`config.mk`:
```
export PLATFORM = sky130hd
export DESIGN_NAME = board_renderer
export DESIGN_NICKNAME = d
export VERILOG_FILES = /design/src/rtl/board_renderer_pkg.sv /design/src/rtl/board_bank_ram.sv /design/src/rtl/board_renderer.sv
export SDC_FILE = /design/constraint.sdc
export NUM_CORES = 1
export LEC_CHECK = 0
export CAP_MARGIN = 20
export CORE_MARGIN = 8
export CORE_UTILIZATION = 59
export CTS_BUF_LIST = sky130_fd_sc_hd__clkbuf_8
export CTS_CLUSTER_SIZE = 16
export DETAILED_ROUTE_END_ITERATION = 12
export PLACE_DENSITY = 0.79
export SETUP_SLACK_MARGIN = 0.05
export SKIP_CTS_REPAIR_TIMING = 1
export SLEW_MARGIN = 20
export SYNTH_ARGS = -nofsm -noshare
export SYNTH_HDL_FRONTEND = slang
export SYNTH_HIERARCHICAL = 1
export SYNTH_SLANG_ARGS = --single-unit
```
`constraint.sdc`:
```
create_clock -name VGA_CLK -period 4.7 [get_ports VGA_CLK]
set_input_delay 0.94 -clock VGA_CLK [delete_from_list [all_inputs] [get_ports VGA_CLK]]
set_output_delay 0.94 -clock VGA_CLK [all_outputs]
set_load 0.01 [all_outputs]
```
`src/rtl/board_renderer_pkg.sv`:
```
// Shared definitions for the game board: cell states, grid geometry and the
// bank-swap controller states. Game logic imports this package as well.
package board_renderer_pkg;

  localparam int GRID_N    = 9;
  localparam int CELL_PX   = 40;
  localparam int NUM_CELLS = GRID_N * GRID_N;

  localparam logic [6:0] LAST_CELL = 7'(NUM_CELLS - 1);

  typedef enum logic [1:0] {
    EMPTY = 2'd0,
    P1    = 2'd1,
    P2    = 2'd2,
    WALL  = 2'd3
  } cell_state_e;

  typedef enum logic [1:0] {
    IDLE,
    PENDING,
    COPY
  } ctrl_state_e;

  // Linear cell index from board row/column.
  function automatic logic [6:0] cell_index(input logic [3:0] row, input logic [3:0] col);
    return 7'(row) * 7'(GRID_N) + 7'(col);
  endfunction

endpackage

```
`src/rtl/board_bank_ram.sv`:
```
// Double-buffered 81-cell board store. bank_sel picks the front bank, which
// feeds the asynchronous pixel and copy read ports; writes always go to the
// back bank. Synchronous reset clears both banks.
module board_bank_ram (
  input  logic       clk,
  input  logic       reset,
  input  logic       bank_sel,
  input  logic [6:0] pix_addr,
  output logic [1:0] pix_data,
  input  logic [6:0] copy_addr,
  output logic [1:0] copy_data,
  input  logic       wr_en,
  input  logic [6:0] wr_addr,
  input  logic [1:0] wr_data
);
  import board_renderer_pkg::*;

  logic [1:0] bank0 [NUM_CELLS];
  logic [1:0] bank1 [NUM_CELLS];

  // Clear both banks on reset, otherwise write the back bank.
  always_ff @(posedge clk) begin
    if (reset) begin
      for (int i = 0; i < NUM_CELLS; i++) begin
        bank0[i] <= '0;
        bank1[i] <= '0;
      end
    end else if (wr_en) begin
      if (bank_sel)
        bank0[wr_addr] <= wr_data;
      else
        bank1[wr_addr] <= wr_data;
    end
  end

  // Front-bank reads; the pixel address can point past the board at the
  // right/bottom edge, where the colour decode ignores it anyway.
  always_comb begin
    pix_data  = '0;
    copy_data = '0;
    if (pix_addr <= LAST_CELL)
      pix_data = bank_sel ? bank1[pix_addr] : bank0[pix_addr];
    if (copy_addr <= LAST_CELL)
      copy_data = bank_sel ? bank1[copy_addr] : bank0[copy_addr];
  end

endmodule

```
`src/rtl/board_renderer.sv`:
```
// Game-area pixel source: tracks the pixel position with counters, decodes
// the front-bank cell colour with zero latency and runs the bank-swap control.
//   state   | meaning
//   IDLE    | accepting writes to the back bank and commit requests
//   PENDING | commit taken, waiting for the vertical sync falling edge
//   COPY    | banks swapped, copying new front into new back (81 cycles)
module board_renderer #(
  parameter logic [23:0] C_EMPTY = 24'h202020,
  parameter logic [23:0] C_P1    = 24'hE03030,
  parameter logic [23:0] C_P2    = 24'h3060E0,
  parameter logic [23:0] C_WALL  = 24'hA0A0A0,
  parameter logic [23:0] C_GRID  = 24'hFFFFFF
) (
  input  logic        VGA_CLK,
  input  logic        RESET,
  input  logic        DISP_EN,
  input  logic [9:0]  X,
  input  logic [9:0]  Y,
  input  logic        VGA_VS,
  output logic [23:0] RGB,
  input  logic        WR_VALID,
  output logic        WR_READY,
  input  logic [6:0]  WR_ADDR,
  input  logic [1:0]  WR_DATA,
  output logic        WR_ERR,
  input  logic        COMMIT,
  output logic        SWAP_DONE
);
  import board_renderer_pkg::*;

  localparam logic [5:0] SUB_LAST = 6'(CELL_PX - 1);
  localparam logic [9:0] EDGE_POS = 10'(GRID_N * CELL_PX);

  logic [5:0]  sub_x, sub_y;
  logic [3:0]  col, row;
  logic        disp_en_q, vs_q;
  logic        vs_fall, line_end;
  ctrl_state_e state_q, state_d;
  logic        bank_sel;
  logic [6:0]  copy_idx;
  logic        swap_now, copy_last;
  logic        ram_wr_en;
  logic [6:0]  ram_wr_addr;
  logic [1:0]  ram_wr_data;
  logic [1:0]  pix_state, copy_state;

  assign vs_fall  = vs_q & ~VGA_VS;
  assign line_end = disp_en_q & ~DISP_EN;

  // Delayed copies of DISP_EN and VGA_VS for edge detection.
  always_ff @(posedge VGA_CLK) begin
    if (RESET) begin
      disp_en_q <= 1'b0;
      vs_q      <= 1'b0;
    end else begin
      disp_en_q <= DISP_EN;
      vs_q      <= VGA_VS;
    end
  end

  // Column counters follow the pixel across a displayed line.
  always_ff @(posedge VGA_CLK) begin
    if (RESET || !DISP_EN) begin
      sub_x <= '0;
      col   <= '0;
    end else if (sub_x == SUB_LAST) begin
      sub_x <= '0;
      col   <= col + 4'd1;
    end else begin
      sub_x <= sub_x + 6'd1;
    end
  end

  // Row counters step at the end of each displayed line, restart in vsync.
  always_ff @(posedge VGA_CLK) begin
    if (RESET || !VGA_VS) begin
      sub_y <= '0;
      row   <= '0;
    end else if (line_end) begin
      if (sub_y == SUB_LAST) begin
        sub_y <= '0;
        row   <= row + 4'd1;
      end else begin
        sub_y <= sub_y + 6'd1;
      end
    end
  end

  // Controller state, bank select and copy pointer.
  always_ff @(posedge VGA_CLK) begin
    if (RESET) begin
      state_q  <= IDLE;
      bank_sel <= 1'b0;
      copy_idx <= '0;
    end else begin
      state_q <= state_d;
      if (swap_now) begin
        bank_sel <= ~bank_sel;
        copy_idx <= '0;
      end else if (state_q == COPY) begin
        copy_idx <= copy_idx + 7'd1;
      end
    end
  end

  // Next state, handshake and back-bank write source.
  always_comb begin
    state_d     = state_q;
    WR_READY    = 1'b0;
    swap_now    = 1'b0;
    copy_last   = 1'b0;
    ram_wr_en   = 1'b0;
    ram_wr_addr = WR_ADDR;
    ram_wr_data = WR_DATA;
    case (state_q)
      IDLE: begin
        WR_READY = 1'b1;
        if (WR_VALID && (WR_ADDR <= LAST_CELL))
          ram_wr_en = 1'b1;
        if (COMMIT)
          state_d = PENDING;
      end
      PENDING: begin
        if (vs_fall) begin
          swap_now = 1'b1;
          state_d  = COPY;
        end
      end
      COPY: begin
        ram_wr_en   = 1'b1;
        ram_wr_addr = copy_idx;
        ram_wr_data = copy_state;
        if (copy_idx == LAST_CELL) begin
          copy_last = 1'b1;
          state_d   = IDLE;
        end
      end
      default: state_d = IDLE;
    endcase
  end

  // One-cycle status pulses.
  always_ff @(posedge VGA_CLK) begin
    if (RESET) begin
      WR_ERR    <= 1'b0;
      SWAP_DONE <= 1'b0;
    end else begin
      WR_ERR    <= WR_READY && WR_VALID && (WR_ADDR > LAST_CELL);
      SWAP_DONE <= copy_last;
    end
  end

  board_bank_ram u_bank (
    .clk       (VGA_CLK),
    .reset     (RESET),
    .bank_sel  (bank_sel),
    .pix_addr  (cell_index(row, col)),
    .pix_data  (pix_state),
    .copy_addr (copy_idx),
    .copy_data (copy_state),
    .wr_en     (ram_wr_en),
    .wr_addr   (ram_wr_addr),
    .wr_data   (ram_wr_data)
  );

  // Pixel colour: blank, grid line / far edge, or the cell's state colour.
  always_comb begin
    RGB = '0;
    if (DISP_EN) begin
      if (X == EDGE_POS || Y == EDGE_POS || sub_x == '0 || sub_y == '0) begin
        RGB = C_GRID;
      end else begin
        case (pix_state)
          EMPTY:   RGB = C_EMPTY;
          P1:      RGB = C_P1;
          P2:      RGB = C_P2;
          default: RGB = C_WALL;
        endcase
      end
    end
  end

  // The divider-free column tracking must agree with the controller's X.
  assert property (@(posedge VGA_CLK) disable iff (RESET)
    DISP_EN |-> (({4'b0, sub_x} == X % 10'(CELL_PX)) && ({6'b0, col} == X / 10'(CELL_PX))));

endmodule

```
==> flow_metrics.tcl, run 1 <==
set metrics [dict create \
    synth.net_count 2152 \
    r2r-end "u_bank/bank1[50][0]" \
    die-width_um 237 \
    grt_pass1_wl_mm 129 \
    seq_power_share_pct 54.8 \
    hp-class "flip-flop to flip-flop" \
    max_freq_ghz 0.187 \
    fin_cells 2946 \
    initial_core_util_pct 59.2 \
    ant_nets 0 \
    core_area_mm2 0.0485 \
    clkTransAtPathRegs_ns 0.06 \
    synth-seq-cells 546 \
    syn_area_mm2 0.0287 \
    dp.cells 2777 \
    synth_edf_count 512 \
    dp_slack_ns -0.412 \
    grt_antenna_before_repair 0 \
    grt_max_degree 80 \
    multi_input_area_mm2 0.0117 \
    cts.sinks 546 \
    boundaryPins 62 \
    final_cell_area_mm2 0.0328 \
    critPathKind "flip-flop to primary output" \
    die_area_mm2 0.0560 \
    fillers 3205 \
    slew-limit-headroom_pct 21.6 \
    ir_drop_mv 0.186 \
    drive_gt1_share_pct 26.7 \
    startpoint_type "flip-flop" \
    wl_per_cell_um 29.7 \
    min_path_cells 1 \
    seqCellArea_mm2 0.0161 \
    place_congestion 1.09 \
    grt_use_total_pct 30.7 \
    synthCells 2097 \
    drtIter0Drc 3350 \
    synth.distinct_cells 75 \
    hold_violations 0 \
    powerDensity_mw_per_mm2 305 \
    p_leak_nw 11.5 \
    cp.arrival_ns 4.40 \
    fin_util_pct 67.5 \
    cts_buffers 88 \
    crit-reg2reg-launch "copy_idx[0]" \
    ctsRootBufferMaster "clkbuf_8" \
    final.setup.tns_ns -5.05 \
    drv_cap 0 \
    clkPwrFrac_pct 39.6 \
    dieHeight_um 237 \
    vias 20741 \
    cp-end-kind "primary output" \
    hold_path_end "sub_x[0]" \
    cts.path.max_buffers 3 \
    p_int_mw 7.68 \
    antenna_cells 0 \
    drc 0 \
    drv_slew 0 \
    yosys_warnings 6 \
    rows 81 \
    violations "setup timing" \
    fin_crit_ns 5.34 \
    p_sw_mw 2.32 \
    wl_mm 87.6 \
    rsz0062_at_grt "yes" \
    power.total_mw 10.0 \
    critPathMaxFanout 5 \
    synth_flop_cell "edfxtp_1" \
    areaGrowthSynthToFinish_pct 14.0 \
    vias_per_cell 7.04 \
    grt_pass1_vias 20822 \
    seq_area_frac_synth_pct 55.9 \
    port_buffers 61 \
    comb_power_share_pct 5.6 \
    h-tree-depth 3 \
    synth_top_area_share_pct 53.5 \
    clkLatencyLatePin_ns 0.72 \
    skew_ns 0.0558 \
    syn_avg_cell_area_um2 13.7 \
    finalWorstSetupSlack_ns -0.635 \
    synth.largest_area_cell "edfxtp_1" \
    nets 2313 \
    yosys-top-cells-area "edfxtp_1 54%, mux4_2 17%, nor2_1 6.4%" \
    hold_ws_ns 0.474 \
    period_share_pct 114 \
    rr_worst_depth 11 \
    netSwitchingFraction_pct 23.2 \
    synth_most_common_cell "edfxtp_1" \
    placed_cell_area_mm2 0.0309 \
    hp-start "sub_x[0]" \
    required_ns 3.76 \
    gr-total-overflow 0 \
    reg2reg_slack_ns 0.27 \
    status "complete, but fails checks" \
    first_pass_iters 6 \
    yosys-top-cells-count "512 x edfxtp_1, 486 x nor2_1, 222 x mux4_2, 165 x a21o_1, 127 x clkbuf_1" \
    worstMarginPinSlew_ns 1.17 \
    cts_tree "built" \
    ys_async_sr_fraction_pct 0 \
    setup_viol 9 \
    hpwl_mm 59.6 \
]
==> cell type report <==
class / count / area share [%]
inverters: 19 / 0.218
clock inverters: 64 / 1.18
flip-flops and latches: 546 / 49.1
multi-input cells: 1323 / 35.8
clock buffers: 92 / 3.87
repair buffers: 280 / 7.49
well taps: 622 / 2.38
==> worst max path at each step <==
stage	start	to	slack [ns]
after floorplan	row[1]	RGB[14]	0.06
after global placement	row[0]	RGB[14]	-0.41
after detailed placement	row[0]	RGB[14]	-0.41
after CTS	row[0]	RGB[14]	-1.18
after global routing	row[0]	RGB[22]	-0.71
final	row[0]	RGB[22]	-0.64
==> flip-flops by register name (all words and copies together), names as in the netlist, 2 cells and up <==
name / count
copy_idx: 7
sub_x: 6
col: 4
u_bank/bank1: 256
u_bank/bank0: 256
sub_y: 6
row: 4
state_q: 2
==> layout by cell type, fill, tap and decap left out, types with 6 or more instances in the layout <==
| cell type | netlist | final |
|---|---|---|
| edfxtp_1 | 512 | 512 |
| nor2_1 | 486 | 486 |
| mux4_2 | 222 | 222 |
| buf_4 | 40 | 199 |
| a21o_1 | 165 | 165 |
| clkbuf_8 | 0 | 92 |
| nand2_1 | 66 | 66 |
| clkdlybuf4s50_1 | 0 | 51 |
| inv_1 | 18 | 47 |
| nand3_1 | 40 | 40 |
| mux2i_1 | 41 | 39 |
| dfxtp_1 | 34 | 27 |
| a22oi_1 | 27 | 24 |
| a21oi_1 | 23 | 21 |
| nor2b_1 | 24 | 21 |
| clkinv_1 | 1 | 20 |
| nor3_1 | 24 | 17 |
| buf_12 | 2 | 16 |
| xnor2_1 | 14 | 14 |
| mux2_2 | 15 | 14 |
| ha_1 | 19 | 14 |
| mux4_1 | 14 | 14 |
| nand2b_1 | 13 | 13 |
| a211oi_1 | 13 | 13 |
| xor2_1 | 12 | 11 |
| and3_1 | 12 | 10 |
| a31oi_1 | 8 | 7 |
| nor3_2 | 0 | 7 |
| nand4_1 | 6 | 6 |
==> worst max-delay path: stages (launching register included) <==
cell	delay (ns)
dfxtp_2	0.33
buf_6	0.12
ha_4	0.15
ha_4	0.15
fa_2	0.65
buf_12	0.18
mux4_2	0.52
a22oi_2	0.28
a31oi_1	0.14
a311o_1	0.31
and3_4	0.22
nor2b_1	0.13
o31a_1	0.32
buf_2	0.16
==> per-layer routing <==
layer	vias to the layer above	share of wire, %	GRT usage [%]	wire [um]
met5	-	0	0	0
met4	0	6.4	18.1	5620
met3	406	16	10.6	13800
met2	1850	45	47.3	39800
met1	10154	32	37.7	28400
li1	8331	-	-	-
==> power groups by stage <==
| stage | sequential, mW | combinational [mW] | clock, mW |
|---|---|---|---|
| 6_report | 5.48 | 0.561 | 3.96 |
| 5_1_grt | 5.48 | 0.584 | 4.19 |
| 4_1_cts | 5.47 | 0.546 | 3.98 |
| 3_5_place_dp | 5.58 | 0.543 | 0 |
| 3_3_place_gp | 5.57 | 0.530 | 0 |
| 2_1_floorplan | 5.54 | 0.358 | 0 |
==> kinds of logic (layout without fill, tap and decap cells) <==
| group | Yosys count | count (layout) | synth area share (%) |
|---|---|---|---|
| AND/OR/NAND/NOR | 704 | 704 | 10.5 |
| flip-flops | 546 | 546 | 55.9 |
| multiplexers | 292 | 292 | 20.7 |
| AO/OA/AOI/OAI | 281 | 281 | 7.22 |
| buffers and inverters | 228 | 455 | 3.96 |
| XOR/XNOR | 26 | 26 | 0.793 |
| adder cells (fa/ha/maj) | 20 | 20 | 0.897 |
Power figures use the tool's default switching activity.
==> inputs of run 2 (changes only) <==
Clock period 4.7 ns to 4.4 ns, I/O delays scaled along.
==> run 2 against run 1 <==
The flow still finishes with violations (setup timing). Register-to-register slack is essentially flat. Non-clock buffer count grew 21. Sequential power grew 6.8%. First-iteration DRC count grew 1.1%. Wire length grew 0.98%. Count of clock-buffer cells in the layout is the same. Critical path type unchanged. Critical endpoint unchanged.
==> flow_metrics.tcl, run 2 (same netlist as run 1, synthesis figures left out) <==
set metrics [dict create \
    status "complete, but fails checks" \
    violations "setup timing" \
    cp.arrival_ns 4.26 \
    clkLatencyLatePin_ns 0.68 \
    cpPeakStageDelay_ns 0.60 \
    hold_violations 0 \
    grt_use_total_pct 30.6 \
    cp-end-kind "primary output" \
    gr-total-overflow 0 \
    startpoint_type "flip-flop" \
    wl_mm 88.4 \
    cts.sinks 546 \
    hp-class "flip-flop to flip-flop" \
    p_leak_nw 11.6 \
    worstMarginPinSlew_ns 0.988 \
    place_congestion 1.01 \
    grt_pass1_vias 20952 \
    boundaryPins 62 \
    drv_cap 0 \
    fin_util_pct 68.0 \
    nets 2334 \
    layout_commonest_cell "edfxtp_1" \
    skew_ns 0.0419 \
    fin_crit_ns 5.14 \
    drv_slew 0 \
    grt_max_degree 76 \
    rows 81 \
    powerDensity_mw_per_mm2 322 \
    critPathKind "flip-flop to primary output" \
    drc 0 \
    ant_nets 0 \
    reg_top3 "u_bank/bank0: 256 flops, u_bank/bank1: 256 flops, copy_idx: 7 flops" \
    core_area_mm2 0.0485 \
    ctsRootBufferMaster "clkbuf_8" \
    power.total_mw 10.6 \
    required_ns 3.52 \
    grt_pass1_wl_mm 129 \
    rsz0062_at_grt "yes" \
    finalWorstSetupSlack_ns -0.738 \
    grt_antenna_before_repair 1 \
    h-tree-depth 3 \
    path_cells "buf_6, ha_4, ha_4, fa_2, buf_4, clkbuf_16, mux4_2, mux2i_1, a21oi_1, a31oi_1, buf_4, nand3_2, and3_4, nor2b_4, o31a_1, buf_2" \
    die_area_mm2 0.0560 \
    cts_buffers 88 \
    hold_ws_ns 0.478 \
    initial_core_util_pct 59.2 \
    cts_tree "built" \
    hpwl_mm 60.1 \
    drtIter0Drc 3388 \
    cts.path.max_buffers 3 \
    setup_viol 9 \
    path_delay_family "adder cells" \
    first_pass_iters 6 \
    path_buf_inv 5 \
    dp.cells 2795 \
    dieHeight_um 237 \
    vias_per_cell 7.08 \
    final_cell_mix "512 x edfxtp_1, 485 x nor2_1, 222 x mux4_2, 218 x buf_4, 165 x a21o_1" \
    die-width_um 237 \
    slew-limit-headroom_pct 34.0 \
    max_freq_ghz 0.195 \
    period_share_pct 117 \
    critPathMaxFanout 8 \
    areaGrowthSynthToFinish_pct 14.8 \
    drive_gt1_share_pct 27.7 \
    final.setup.tns_ns -6.09 \
    cpMaxStageDelayCell "fa_2" \
    vias 21024 \
    clkTransAtPathRegs_ns 0.06 \
    ir_drop_mv 0.193 \
    port_buffers 61 \
    fin_cells 2971 \
    wl_per_cell_um 29.8 \
]
[run 2: cell types whose count changed in the layout (fill, tap and decap cells not counted), moves of 3 or more]
cell,before,now
clkinvlp_4,3,0
buf_4,199,218
clkinv_2,5,9
inv_1,47,52
clkinv_1,20,16
clkbuf_16,1,5
[run 2: path summary, 6_finish.rpt]
check	end	cells past startpoint	slack, ns	from
worst max-delay path	RGB[22]	16	-0.74	row[0]
worst min-delay path	sub_x[0]	1	0.48	sub_x[0]
worst max register to register	u_bank/bank0[123][0]	9	0.27	copy_idx[2]
worst min register to register	sub_x[0]	1	0.48	sub_x[0]
[run 2: worst register-to-register path, delay by kind of cell (launching register included)]
| family | cells | cell delay [ns] |
|---|---|---|
| buf+inv | 3 | 1.08 |
| compound gates | 4 | 0.97 |
| simple gates | 1 | 0.67 |
| flops | 1 | 0.59 |
| mux | 1 | 0.48 |
[run 2: cell type report]
type | count | area (um^2)
flip-flops and latches | 546 | 16100
fillers | 3192 | 15600
multi-input cells | 1323 | 11800
repair buffers | 301 | 2660
clock buffers | 92 | 1270
well taps | 622 | 778
clock inverters | 66 | 368
inverters | 19 | 71.3
diodes | 2 | 5.00
[run 2: metrics by stage]
stage / setup slack [ns] / instance area (um^2)
3_3_place_gp: -0.508 / 31000
6_report: -0.738 / 33000
4_1_cts: -1.28 / 32600
2_1_floorplan: 0.0540 / 28700
5_1_grt: -0.816 / 33000
3_5_place_dp: -0.527 / 31000
[run 2: metal layers]
layer | up-vias | global-route usage, % | part of all wire, %
li1 | 8386 | - | -
met1 | 10223 | 37.5 | 32
met4 | 0 | 20.1 | 7.1
met2 | 1969 | 47.2 | 46
met3 | 446 | 8.88 | 15
met5 | - | 0 | 0
[run 2: report_power, final]
part	switching [mW]	internal, mW
Sequential	0.0693	5.78
Combinational	0.345	0.257
Clock	2.04	2.12
